**src/rtl/kabeta_pkg.sv**
```systemverilog
// Shared Kabeta fetch definitions: no-op encoding, vector defaults, FSM states.
// Latency: none (types and constants only).
// Backpressure: not applicable.
package kabeta_pkg;

   // ADD(R31, R31, R31): architecturally a no-op, fed to decode for bubbles
   localparam logic [31:0] I_NOP = 32'h83FF_F800;

   localparam logic [31:0] RESET_VECTOR_DEF = 32'h8000_0000;
   localparam logic [31:0] ILLOP_VECTOR_DEF = 32'h8000_0004;
   localparam logic [31:0] XADDR_VECTOR_DEF = 32'h8000_0008;

   typedef enum logic [1:0] {
      ST_RESET = 2'd0,
      ST_RUN   = 2'd1,
      ST_KILL  = 2'd2
   } fetch_state_t;

   // Sequential successor: the low 31 bits wrap, the supervisor bit never changes
   function automatic logic [31:0] pc_plus4(input logic [31:0] pc);
      return {pc[31], pc[30:0] + 31'd4};
   endfunction

endpackage

```
**src/rtl/fetch_next_pc.sv**
```systemverilog
// Next-PC priority mux: illop > interrupt (user mode only) > jump > branch > sequential.
// Latency: purely combinational.
// Backpressure: none here; the caller only applies next_pc on unstalled cycles.
module fetch_next_pc
   import kabeta_pkg::*;
#(
   parameter logic [31:0] ILLOP_VECTOR = ILLOP_VECTOR_DEF,
   parameter logic [31:0] XADDR_VECTOR = XADDR_VECTOR_DEF
) (
   input  logic [31:0] pc,
   input  logic        ill_op,
   input  logic        int_req,
   input  logic        jump_taken,
   input  logic [31:0] jump_target,
   input  logic        branch_taken,
   input  logic [31:0] branch_target,
   output logic [31:0] next_pc,
   output logic        redirect,
   output logic        int_sel
);

   // Target low bits are forced to word alignment; a branch cannot change mode
   logic unused_bits;
   assign unused_bits = ^{jump_target[1:0], branch_target[31], branch_target[1:0]};

   // Priority selection of the next program counter
   always_comb begin
      next_pc  = pc_plus4(pc);
      redirect = 1'b0;
      int_sel  = 1'b0;
      if (ill_op) begin
         next_pc  = ILLOP_VECTOR;
         redirect = 1'b1;
      end else if (int_req && !pc[31]) begin
         // interrupts are masked while in supervisor mode
         next_pc  = XADDR_VECTOR;
         redirect = 1'b1;
         int_sel  = 1'b1;
      end else if (jump_taken) begin
         // JMP may drop to user mode but can never gain supervisor rights
         next_pc  = {pc[31] & jump_target[31], jump_target[30:2], 2'b00};
         redirect = 1'b1;
      end else if (branch_taken) begin
         next_pc  = {pc[31], branch_target[30:2], 2'b00};
         redirect = 1'b1;
      end
   end

endmodule

```
**src/rtl/instruction_fetch.sv**
```systemverilog
// Kabeta fetch stage: owns the PC, drives the I-port, pairs words with PC+4, kills wrong-path words.
// Latency: one cycle from Addr_I to Instr_ID; a redirect or Flush costs exactly one bubble.
// Backpressure: Stall freezes PC, FSM and *_ID outputs and drops En_I. Optional FETCH_STAT_EN adds counters.
module instruction_fetch
   import kabeta_pkg::*;
#(
   parameter logic [31:0] RESET_VECTOR = RESET_VECTOR_DEF,
   parameter logic [31:0] ILLOP_VECTOR = ILLOP_VECTOR_DEF,
   parameter logic [31:0] XADDR_VECTOR = XADDR_VECTOR_DEF
) (
   input  logic        Clock,
   input  logic        SysReset,
   input  logic        Stall,
   input  logic        Flush,
   input  logic        BranchTaken,
   input  logic [31:0] BranchTarget,
   input  logic        JumpTaken,
   input  logic [31:0] JumpTarget,
   input  logic        IllOp,
   input  logic        IntReq,
   output logic        En_I,
   output logic [28:0] Addr_I,
   input  logic [31:0] Data_I,
   output logic [31:0] Instr_ID,
   output logic [31:0] PC_ID,
   output logic        Valid_ID,
   output logic        IntTaken_ID
`ifdef FETCH_STAT_EN
   ,
   output logic [31:0] FetchCount,
   output logic [31:0] BubbleCount
`endif
);

   fetch_state_t state;
   logic [31:0]  pc;
   logic [31:0]  pc_id_q;
   logic         valid_q;
   logic         int_taken_q;
   logic         int_pend;     // next surviving word is the interrupt entry

   logic [31:0]  next_pc;
   logic         redirect;
   logic         int_sel;
   logic         kill;
   logic         fetching;

   fetch_next_pc #(
      .ILLOP_VECTOR (ILLOP_VECTOR),
      .XADDR_VECTOR (XADDR_VECTOR)
   ) u_next_pc (
      .pc            (pc),
      .ill_op        (IllOp),
      .int_req       (IntReq),
      .jump_taken    (JumpTaken),
      .jump_target   (JumpTarget),
      .branch_taken  (BranchTaken),
      .branch_target (BranchTarget),
      .next_pc       (next_pc),
      .redirect      (redirect),
      .int_sel       (int_sel)
   );

   // The word fetched this cycle is wrong-path whenever the PC is redirected or decode flushes
   assign kill     = redirect || Flush;
   assign fetching = (state != ST_RESET) && !Stall;

   assign En_I        = fetching;
   assign Addr_I      = pc[30:2];
   // Memory holds its q while stalled, so Data_I stays paired with the held PC_ID
   assign Instr_ID    = valid_q ? Data_I : I_NOP;
   assign PC_ID       = pc_id_q;
   assign Valid_ID    = valid_q;
   assign IntTaken_ID = int_taken_q;

   // Fetch FSM with registered decode-side outputs
   always_ff @(posedge Clock) begin
      if (!SysReset) begin
         state       <= ST_RESET;
         pc          <= RESET_VECTOR;
         pc_id_q     <= '0;
         valid_q     <= 1'b0;
         int_taken_q <= 1'b0;
         int_pend    <= 1'b0;
      end else begin
         case (state)
            ST_RESET: begin
               // first cycle out of reset only arms the fetch
               state <= ST_RUN;
            end
            default: begin
               if (Stall) begin
                  // a flush still kills the presented word, everything else holds
                  if (Flush) begin
                     valid_q     <= 1'b0;
                     int_taken_q <= 1'b0;
                  end
               end else begin
                  pc          <= next_pc;
                  pc_id_q     <= pc_plus4(pc);
                  valid_q     <= !kill;
                  int_taken_q <= !kill && int_pend;
                  if (redirect) begin
                     int_pend <= int_sel;
                  end else if (!kill) begin
                     int_pend <= 1'b0;
                  end
                  state <= kill ? ST_KILL : ST_RUN;
               end
            end
         endcase
      end
   end

`ifdef FETCH_STAT_EN
   logic [31:0] fetch_cnt;
   logic [31:0] bubble_cnt;

   // Count words consumed by decode and cycles spent in the kill bubble
   always_ff @(posedge Clock) begin
      if (!SysReset) begin
         fetch_cnt  <= '0;
         bubble_cnt <= '0;
      end else begin
         if (valid_q && !Stall) begin
            fetch_cnt <= fetch_cnt + 32'd1;
         end
         if (state == ST_KILL) begin
            bubble_cnt <= bubble_cnt + 32'd1;
         end
      end
   end

   assign FetchCount  = fetch_cnt;
   assign BubbleCount = bubble_cnt;
`endif

endmodule

```
**config.mk**
```make
export PLATFORM = sky130hd
export DESIGN_NAME = instruction_fetch
export DESIGN_NICKNAME = d
export VERILOG_FILES = /design/src/rtl/kabeta_pkg.sv /design/src/rtl/fetch_next_pc.sv /design/src/rtl/instruction_fetch.sv
export SDC_FILE = /design/constraint.sdc
export NUM_CORES = 1
export LEC_CHECK = 0
export CAP_MARGIN = 20
export CORE_ASPECT_RATIO = 1.2
export CORE_UTILIZATION = 44
export CTS_CLUSTER_DIAMETER = 80
export DETAILED_ROUTE_END_ITERATION = 6
export MAX_ROUTING_LAYER = met4
export PLACE_DENSITY = 0.95
export SETUP_SLACK_MARGIN = 0.2
export SYNTH_ARGS = -nofsm -noshare
export SYNTH_HDL_FRONTEND = slang
export SYNTH_SLANG_ARGS = --single-unit
```
**constraint.sdc**
```tcl
create_clock -name Clock -period 3.64 [get_ports Clock]
set_input_delay 0.364 -clock Clock [delete_from_list [all_inputs] [get_ports Clock]]
set_output_delay 0.364 -clock Clock [all_outputs]
set_load 0.005 [all_outputs]
```
# After elaboration in Yosys (flattened, before gate mapping)
# Cells that the tools add are included.
word_totals:
  regBits: 69
  in_bits: 104
  out_inout_bits: 96
  word_cells: 50
op_classes:
  addsub: 1
  eq_ne: 3
  muxes: 19
  bitwise_logic: 4
  n_reduce_logical: 15
ops:
  columns: ["cell", "n"]
  rows:
  - ["$mux W32", 4]
  - ["$add A31 B3 Y31 const B", 1]
  - ["$mux W31", 1]
  - ["$mux W1", 13]
  - ["$reduce_and A3 Y1", 2]
  - ["$ne A2 B1 Y1 const B", 2]
  - ["$reduce_and A2 Y1", 2]
  - ["$logic_and A1 B1 Y1", 3]
  - ["$logic_not A1 Y1", 3]
  - ["$not A1 Y1", 3]
  - ["$reduce_bool A3 Y1", 1]
  - ["$logic_not A2 Y1", 1]
  - ["$mux W2", 1]
  - ["$ne A2 B2 Y1 const B", 1]
  - ["$reduce_bool A2 Y1", 1]
  - ["$reduce_or A2 Y1", 1]
  - ["$and A1 B1 Y1", 1]
  - ["$logic_or A1 B1 Y1", 1]

# Logic depth before layout (Yosys ltp)
depth:
  word_depth: 8
  ltp_mapped: 7
  mapped_depth_nobuf: 6

# Cells and area by module
# From an unflattened synthesis, not the netlist that was laid out.
unflattened:
  cells_unflattened: 640
  area_unflattened_um2: 4690.7
by_module_without_submodules:
  columns: ["mod", "n_inst", "cells_per_inst", "area_per_inst_um2", "seq_area_each_um2"]
  rows:
  - ["instruction_fetch", 1, 445, 3493.4, 1381.3]
  - ["fetch_next_pc", 1, 195, 1197.4, 0.0]

# Worst setup path before layout
# OpenSTA, ideal clock, no wires.
synth_timing:
  path_kind: "register to register"
  startpoint: "register pc[2]"
  endpoint: "register pc[22]"
  setup_ps: 117
  t_arrival_ps: 1615
  required_ps: 3523
  setup_slack_ps: 1909
  path_stages_with_launch: 7
  n_path_buf: 0
  period_less_slack_ps: 1731
  cell_sequence: "dfxtp_1 ha_1 nand4_1 nor4_4 nand2_2 a21o_1 a22o_1"
synth_between:
  elab_chain_len: 5
synth_lines:
  columns: ["element", "line", "text"]
  rows:
  - ["from (decl)", "instruction_fetch.sv:36", "logic [31:0] pc;"]
  - ["from (signal assigned)", "instruction_fetch.sv:99", "pc <= next_pc;"]
  - ["$add A31 B3 Y31", "kabeta_pkg.sv:21", "return {pc[31], pc[30:0] + 31'd4};"]
  - ["$mux W31", "fetch_next_pc.sv:43", "end else if (branch_taken) begin"]
  - ["$mux W32", "fetch_next_pc.sv:39", "end else if (jump_taken) begin"]
  - ["$mux W32", "fetch_next_pc.sv:34", "end else if (int_req && !pc[31]) begin"]
  - ["$mux W32", "fetch_next_pc.sv:31", "if (ill_op) begin"]
# No other way between the ends. The select of a mux whose other input is x is not followed.
# A chain may end at the register's enable or synchronous reset.

# Worst setup path after layout
layout_timing:
  startpoint: "input port Stall"
  endpoint: "output port En_I"
layout_between:
  elab_chain_len: 2
layout_lines:
  columns: ["element", "line", "text"]
  rows:
  - ["from (decl)", "instruction_fetch.sv:13", "input logic Stall,"]
  - ["$logic_not A1 Y1", "instruction_fetch.sv:66", "assign fetching = (state != ST_RESET) && !Stall;"]
  - ["$logic_and A1 B1 Y1", "instruction_fetch.sv:66", null]
  - ["to (decl)", "instruction_fetch.sv:21", "output logic En_I,"]
# No other way between the ends.

==> run_results.csv <==
group,metric,value,unit
status,outcome,"finished, violations left",
status,violations,"design-rule violations",
sta,max_freq,0.3692,GHz
worst_setup_path,worst_ep_arrival_time,2340,ps
clock_network,clkSinkCount,65,
synth,seq_area_frac_synth,32.96,%
global_route,grt_max_degree,37,
drt,wl,14630,um
floorplan,die_area,9356,um^2
sta,post-route-period-util,74.41,%
floorplan,floorplan.io_pins,200,
drt,first_pass_iters,7,
synth,synth_edf_count,0,
worst_setup_path,cp_max_fo,30,
sta,hold_violations,0,
cells_and_area,final_cell_mix,"192 x clkdlybuf4s50_1, 65 x dfxtp_1, 47 x nand2_1",
synth,synthMuxAreaShare,0.2536,%
worst_setup_path,required,3280,ps
sta,fin_skew,7.111,ps
synth,synthAdderAreaFrac,0.6339,%
sta,worst_slew_pin_slew,922.8,ps
clock_network,cts_setup_buffers,0,
floorplan,die_y,105.8,um
clock_network,insertion_delay,350,ps
power,worst_ir_drop_vdd,209.4,uV
cells_and_area,areaGrowthSynthToFinish,51.41,%
synth,synth_compound_area_share,25.74,%
sta,relSlewSlack,38.40,%
cells_and_area,final_layout_size_suffix_gt1_share,6.839,%
floorplan,die_x,88.47,um
synth,yosysWarnings,0,
global_route,grt_pass1_wl,22380,um
synth,synthArstFlopShare,0,%
clock_network,cts_tree,"built",
place,gp_congestion,0.9693,
drt,via_count,4471,
global_route,globalRouteTotalUtil,32.34,%
synth,ys_types,59,
synth,ys.flop_type,"dfxtp_1",
clock_network,clkTransAtPathRegs,70,ps
clock_network,hold_buffers,0,
synth,syn_avg_cell_area,7.864,um^2
cells_and_area,fillers,724,
place,dp_slack,828.7,ps
clock_network,numCtsBuffers,9,
drt,wl_per_cell,18.87,um
cells_and_area,post-route-util,69.04,%
drt,drc,2,
synth,synthesis.area,3948,um^2
job,max_cap_viol_count,0,
place,portBuffers,192,
power,cellLeakagePower,2.106,nW
worst_setup_path,end_kind,"primary output",
sta,fin_crit,2709,ps
worst_setup_path,criticalPathCategory,"in -> out",
sta,final-max-slew-violation-count,0,
sta,finalSetupViolCount,0,
clock_network,postCtsResizedCells,0,
power,pwr_density_cell,324.6,nW/um^2
drt,viasPerCell,5.769,
cells_and_area,finalNetCount,760,
synth,synth-seq-cells,65,
clock_network,clockRootBuffer,"clkbuf_8",
global_route,antenna_found_initial,0,
drt,antenna_left,0,
global_route,grt_pass1_vias,4377,
worst_setup_path,worst_setup_path_start_kind,"input port",
cells_and_area,layout_commonest_cell,"clkdlybuf4s50_1",
floorplan,row_count,37,
min_path,hp-class,"reg -> reg",
floorplan,coreArea,8657,um^2
synth,synth_top_family_by_area,"compound AO/OA/AOI/OAI gates",
sta,setup_tns,0,ps
synth,synthXorXnorAreaFrac,5.547,%
sta,grt_setup_unrepaired,"no",
sta,setup_ws,931.5,ps
clock_network,clockBufferDepth,2,
place,dpl.hpwl,10830,um
global_route,grt_overflow,0,
synth,synthCells,502,
drt,drtIter0Drc,512,
clock_network,h-tree-depth,3,
cells_and_area,antenna_cells,0,
floorplan,initial_core_util,45.60,%
synth,yosys.area_share.simple,24.75,%
## flip-flops by register name (all words and copies together), names as in the netlist
register	flops
int_pend	1
state	2
IntTaken_ID	1
PC_ID	30
Valid_ID	1
pc	30
## report_power, final
part / internal [mW] / total [mW] / switching, mW
clock: 0.439 / 0.725 / 0.287
sequential: 0.755 / 0.799 / 0.0442
combinational: 0.234 / 0.416 / 0.182
## synth_stat cells, types with 3 or more instances
cell,count,share of area (%)
buf_1,7,0.67
o22ai_1,12,1.9
nand4_1,9,1.4
and2_1,16,2.5
clkbuf_1,21,2.0
a21oi_1,36,4.6
nand2b_1,18,2.9
and4_1,3,0.67
nor3_1,11,1.4
o21ai_0,43,5.5
nand3_1,11,1.4
buf_4,31,5.9
a211oi_1,9,1.7
a22oi_1,8,1.5
nand2_1,47,4.5
a32oi_1,4,0.89
o2bb2ai_1,6,1.3
nor2_1,37,3.5
xnor2_1,10,2.2
buf_2,4,0.51
o211ai_1,3,0.57
o31ai_1,5,0.95
dfxtp_1,65,33
nor4_2,3,0.95
a22o_1,9,2.0
and3_1,8,1.3
xor2_1,15,3.3
inv_1,9,0.86
## stage by stage
step                total power [mW]  std cells  area (um^2)  hold slack (ps)
global route                   2.007        775         5977            495.6
finish                         1.940        775         5977            463.2
floorplan                     0.9841        503         3951            449.5
global placement               1.210        760         5748            437.5
CTS                            1.931        775         5977            465.2
detailed placement             1.222        760         5748            450.5
## final timing paths
check | from | endpoint | slack [ps] | cells past startpoint
hold reg to reg | PC_ID[11] | PC_ID[11] | 460 | 2
setup / recovery | Stall | En_I | 930 | 5
setup reg to reg | state[0] | pc[16] | 1040 | 6
hold / removal | PC_ID[11] | PC_ID[11] | 460 | 2
## logic make-up (layout without fill, tap and decap cells)
kind of cell,after synthesis,after routing
other cells,1,2
xor+xnor,25,25
simple gates,178,178
mux,1,1
compound gates,157,157
fa+ha+maj,2,2
buf+inv,73,228
flops,65,65
## metal layers
layer,part of all wire (%),global-route usage (%),wire length [um],vias up
li1,-,-,-,2077
met1,40,39.72,5870,2072
met2,48,50.88,6964,270
met3,8.3,5.168,1215,52
met4,3.9,16.01,576,0
met5,0,-,0,-
## worst max-delay path, cell delays in order
cell and delay, ps:
clkdlybuf4s50_1 440, o21bai_2 360, inv_2 270, buf_4 320
clkdlybuf4s50_1 570
## area by class of cell
class	count	area (um^2)	share of cell area, %
clock buffers	13	168.9	2.826
repair buffers	203	2004	33.54
well taps	117	146.4	2.449
flip-flops and latches	65	1301	21.77
inverters	10	37.54	0.6280
clock inverters	2	60.06	1.005
multi-input cells	365	2258	37.79
Power figures use the tool's default switching activity.
